--- config.mk ---
export PLATFORM = sky130hd
export DESIGN_NAME = output_drain
export DESIGN_NICKNAME = d
export VERILOG_FILES = /design/src/rtl/output_drain.sv
export SDC_FILE = /design/constraint.sdc
export NUM_CORES = 1
export LEC_CHECK = 0
export ABC_CLOCK_PERIOD_IN_PS = 3400
export BUFFER_PORTS_ARGS = -buffer_cell sky130_fd_sc_hd__buf_2
export CAP_MARGIN = 15
export CORE_UTILIZATION = 54
export CTS_BUF_LIST = sky130_fd_sc_hd__clkbuf_8 sky130_fd_sc_hd__clkbuf_16
export DETAILED_ROUTE_END_ITERATION = 12
export PLACE_DENSITY = 0.78
export SLEW_MARGIN = 40
export SYNTH_ARGS = -nofsm -noshare
export SYNTH_HDL_FRONTEND = slang
export SYNTH_SLANG_ARGS = --single-unit
export TNS_END_PERCENT = 100
--- constraint.sdc ---
create_clock -name w_clk -period 3.4 [get_ports w_clk]
set_clock_uncertainty 0.2 [all_clocks]
set_input_delay 0.17 -clock w_clk [delete_from_list [all_inputs] [get_ports w_clk]]
set_output_delay 0.17 -clock w_clk [all_outputs]
set_load 0.01 [all_outputs]
--- src/rtl/output_drain.sv ---
`default_nettype none
// +----------------------------------------------------------------------------+
// | output_drain: streams a filled output buffer region out over valid/ready.   |
// | Revision 1.0 - initial release                                              |
// +----------------------------------------------------------------------------+
module output_drain #(
    parameter int DIMDATA_SIZE = 16,
    parameter int DATA_WIDTH   = 16,
    parameter int ADDR_WIDTH   = 14
) (
    input  logic                    w_clk,
    input  logic                    reset,
    input  logic                    start,
    input  logic [ADDR_WIDTH-1:0]   initial_address,
    input  logic [DIMDATA_SIZE-1:0] output_featuremapsize,
    input  logic [DATA_WIDTH-1:0]   rd_data,
    output logic [ADDR_WIDTH-1:0]   r_address,
    output logic                    read_enable,
    output logic [DATA_WIDTH-1:0]   out_data,
    output logic                    out_valid,
    input  logic                    out_ready,
    output logic                    busy,
    output logic                    done
);

    localparam logic [1:0] S_IDLE  = 2'd0;
    localparam logic [1:0] S_RUN   = 2'd1;
    localparam logic [1:0] S_FLUSH = 2'd2;
    localparam logic [1:0] S_DONE  = 2'd3;

    logic [1:0]              state_q, state_d;
    logic [ADDR_WIDTH-1:0]   base_q, base_d;
    logic [ADDR_WIDTH-1:0]   addr_q;
    logic [DIMDATA_SIZE-1:0] size_q, size_d;
    logic [DIMDATA_SIZE-1:0] issued_q, issued_d, issued_inc;
    logic [DIMDATA_SIZE-1:0] sent_q, sent_d, sent_inc;
    logic [DATA_WIDTH-1:0]   fifo_q [2];
    logic                    wr_ptr_q, rd_ptr_q;
    logic                    inflight_q;
    logic [1:0]              count_q;
    logic [1:0]              occ;
    logic                    pop, bypass, fifo_pop, push;

    // The word returning from the buffer counts as a FIFO entry on its return
    // cycle, so it is presented directly from rd_data while the storage is empty.
    assign occ       = count_q + {1'b0, inflight_q};
    assign out_valid = (count_q != 2'd0) | inflight_q;
    assign pop       = out_valid & out_ready;
    assign bypass    = pop & (count_q == 2'd0);
    assign fifo_pop  = pop & (count_q != 2'd0);
    assign push      = inflight_q & ~bypass;

    always_comb begin
        out_data = '0;
        if (count_q != 2'd0) begin
            out_data = fifo_q[rd_ptr_q];
        end else if (inflight_q) begin
            out_data = rd_data;
        end
    end

    assign read_enable = (state_q == S_RUN) && (issued_q < size_q) &&
                         ((occ - {1'b0, pop}) < 2'd2);
    assign r_address   = read_enable ? (base_q + issued_q[ADDR_WIDTH-1:0]) : addr_q;
    assign busy        = (state_q == S_RUN) || (state_q == S_FLUSH);
    assign done        = (state_q == S_DONE);

    assign issued_inc = issued_q + {{(DIMDATA_SIZE-1){1'b0}}, 1'b1};
    assign sent_inc   = sent_q + {{(DIMDATA_SIZE-1){1'b0}}, pop};

    always_comb begin
        state_d  = state_q;
        base_d   = base_q;
        size_d   = size_q;
        issued_d = issued_q;
        sent_d   = sent_q;
        case (state_q)
            S_IDLE, S_DONE: begin
                if (start) begin
                    base_d   = initial_address;
                    size_d   = output_featuremapsize;
                    issued_d = '0;
                    sent_d   = '0;
                    state_d  = (output_featuremapsize == '0) ? S_DONE : S_RUN;
                end
            end
            S_RUN: begin
                sent_d = sent_inc;
                if (read_enable) begin
                    issued_d = issued_inc;
                    if (issued_inc == size_q) begin
                        state_d = S_FLUSH;
                    end
                end
            end
            S_FLUSH: begin
                sent_d = sent_inc;
                if (sent_inc == size_q) begin
                    state_d = S_DONE;
                end
            end
            default: state_d = S_IDLE;
        endcase
    end

    always_ff @(posedge w_clk or negedge reset) begin
        if (!reset) begin
            state_q    <= S_IDLE;
            base_q     <= '0;
            size_q     <= '0;
            issued_q   <= '0;
            sent_q     <= '0;
            addr_q     <= '0;
            fifo_q[0]  <= '0;
            fifo_q[1]  <= '0;
            wr_ptr_q   <= 1'b0;
            rd_ptr_q   <= 1'b0;
            count_q    <= 2'd0;
            inflight_q <= 1'b0;
        end else begin
            state_q    <= state_d;
            base_q     <= base_d;
            size_q     <= size_d;
            issued_q   <= issued_d;
            sent_q     <= sent_d;
            addr_q     <= r_address;
            inflight_q <= read_enable;
            if (push) begin
                fifo_q[wr_ptr_q] <= rd_data;
                wr_ptr_q         <= ~wr_ptr_q;
            end
            if (fifo_pop) begin
                rd_ptr_q <= ~rd_ptr_q;
            end
            count_q <= count_q + {1'b0, push} - {1'b0, fifo_pop};
        end
    end

endmodule
`default_nettype wire

==> out/results.ini <==
[logic_synthesis]
yosysMostFrequentCell=dfrtp_1
synth_area_sq_um=7230
netlist_top_cells_count=dfrtp_1 (115), o21ai_0 (66), mux2_2 (64)
synth-async-reset-ratio=1.00
synth_edf_count=0
yosys.area.top_type_share=0.398
yosysTopAreaCell=dfrtp_1
synthCells=730
ys_seq_area_frac=0.398
syn_nets=820
ys_ff_latch=115
synth_warnings=0
avgSynthCellArea_sq_um=9.91
netlist_top_cells_area=dfrtp_1 (40%), mux2_2 (10%), ha_1 (6.7%)
synth_cell_type_count=72
synthFlopType=dfrtp_1

[layout]
seqCellArea_sq_um=2890
nNetsFinal=983
drive_above_1_share=0.319
syn2layout_area_growth_pct=31.9
instances_no_fill=1078
fillCellCount=811
diodes=0
multi_input_comb_area_sq_um=4240

[grt]
top_usage_layer=met2
antenna_found_initial=0
grt_usage=0.310
grt.met1_usage=0.383
grt_max_degree=70
grt_pass1_vias=6688
grt_pass1_wl_um=33800
grt-ovfl-total=0
grtUsageMet3=0.0649
grt_use_met2=0.525

[floorplanning]
die_height_um=118
ios=84
core_sq_um=12800
rows=41
die_area_sq_um=13900
start_util=0.564
die_width_um=118

[timing]
setup_viol=2
finalCritPeriodShare=1.00
final-hold-violation-count=0
slew_viol_final=0
rsz0062_at_grt=true
timing.fmax_ghz=0.294
worstMarginPinSlew_ps=846
fin_setup_tns_ps=-7.28
layout_min_cycle_time_ps=3400
finalWorstSetupSlack_ps=-4.96
slew_headroom=0.434

[setup_path]
end_kind=output port
worstPathArrival_ps=3030
regToRegSetupSlack_ps=50
critical_path_class=flop to output port
worstSetupStartpointType=flop
reg2regPathDepth=14
cp.required_ps=3030
r2r-end=issued_q[2]$_DFFE_PN0P_
path_max_fanout=5
worst_setup_path_startpoint=count_q[1]$_DFF_PN0_
rr_startpoint=count_q[1]$_DFF_PN0_

[clock_tree]
cts-root-buf=clkbuf_16
clock_path_buffers=2
cts_tree=yes
ctsHtreeMaxLevel=4
clk_pin_slew_ps=60
clock_sinks=115
clock_latency_ps=430
cts_inserted_buffers=17

[pwr]
finalPower_mw=9.00
p_leak_nw=4.28
ir_worst_vdd_v=0.000473
power.density_nw_per_um2=944

[drt]
avgRoutedWirePerCell_um=20.8
antenna_left=0
drt-total-wl_um=22400
vias_per_cell=6.26
first_pass_iters=6
drt-initial-drc-count=780
dr_total_vias=6751
drc=0

[flow_run]
maxCapViolations=0

[run_status]
violations=negative setup slack
status=finished with violations

[placed_design]
place_congestion=0.979
placedCellCount=976
portBuffers=83
hpwl_um=13700

[worst_hold_path]
hold_class=input pin to async pin

[stage by stage]
stage	hold slack, ps	instance area, sq um	worst slack [ps]	util
after floorplan	-326	7230	48.8	-
after global placement	135	7930	204	0.618
after detailed placement	25.7	7930	42.6	0.619
after CTS	152	9260	15.6	0.722
after global routing	193	9540	-80.6	0.744
final	129	9540	-4.96	0.744
[cell usage in the layout (no fill, tap or decap), drive strengths merged, types with 27 or more instances in the layout]
master       netlist  final
ha                39     39
mux2              64     64
buf               13    135
nand3             33     33
nand2             51     51
dfrtp            115    115
nor2              27     27
inv               38     40
o21ai             69     69
xnor2             43     43
dlygate4sd3        0     49
[logic make-up after synthesis]
family          count (synthesis)  share of synthesized area
fa+ha+maj                      40                     0.0703
xor+xnor                       59                     0.0715
compound gates                167                      0.145
flops                         115                      0.398
buf+inv                        79                     0.0440
mux                            86                      0.130
simple gates                  184                      0.141
[registers in the layout, indices dropped and copies added, names as in the netlist]
signal	cells
addr_q	14
base_q	14
count_q	2
fifo_q	32
inflight_q	1
issued_q	16
rd_ptr_q	1
sent_q	16
size_q	16
state_q	2
wr_ptr_q	1
[how the worst max path moves through the flow]
stage	endpoint	slack (ps)
detailed placement	state_q[1]$_DFFE_PN0P_	40
finish	r_address[2]	-5
global route	r_address[0]	-80
global placement	state_q[1]$_DFFE_PN0P_	200
CTS	r_address[0]	20
floorplan	r_address[1]	50
[report_power, final]
group | switching, mW | total [mW] | leakage (nW) | internal, mW
logic | 2.52 | 4.73 | 2.55 | 2.21
registers | 0.479 | 2.39 | 1.43 | 1.91
clock network | 0.673 | 1.88 | 0.304 | 1.21
[what timing repair did]
item,in CTS,in global routing
gates cloned,2,1
hold buffers,49,0
pin swaps,6,14
endpoints found under the hold margin,132,0
resized for setup,39,39
setup endpoints to repair,14,24
buffers inserted,5,13
[critical path, stage by stage (launching register included)]
cell and delay (ps):
dfrtp_1 380, or3_4 390, and2_4 160, ha_4 160, xor2_2 150, xnor2_1 160, nand3_1 130, or3_4 460
buf_12 170, buf_16 140, nand2_4 70, o21ai_2 80, buf_2 160
[per-layer routing]
layer / wire [um] / vias to the layer above
met3: 1720 / 82
li1: - / 2971
met1: 8910 / 3303
met2: 11000 / 395
met4: 800 / 0
met5: 0 / -
[layout make-up]
class                      count  area share
multi-input combinational    536       0.445
sequential                   115       0.302
inverter                      38      0.0152
tap                          172      0.0226
clock buffer                  20      0.0489
clock inverter                12      0.0161
timing repair buffer         185       0.150
Note: power is estimated with default switching activity, not from simulation.
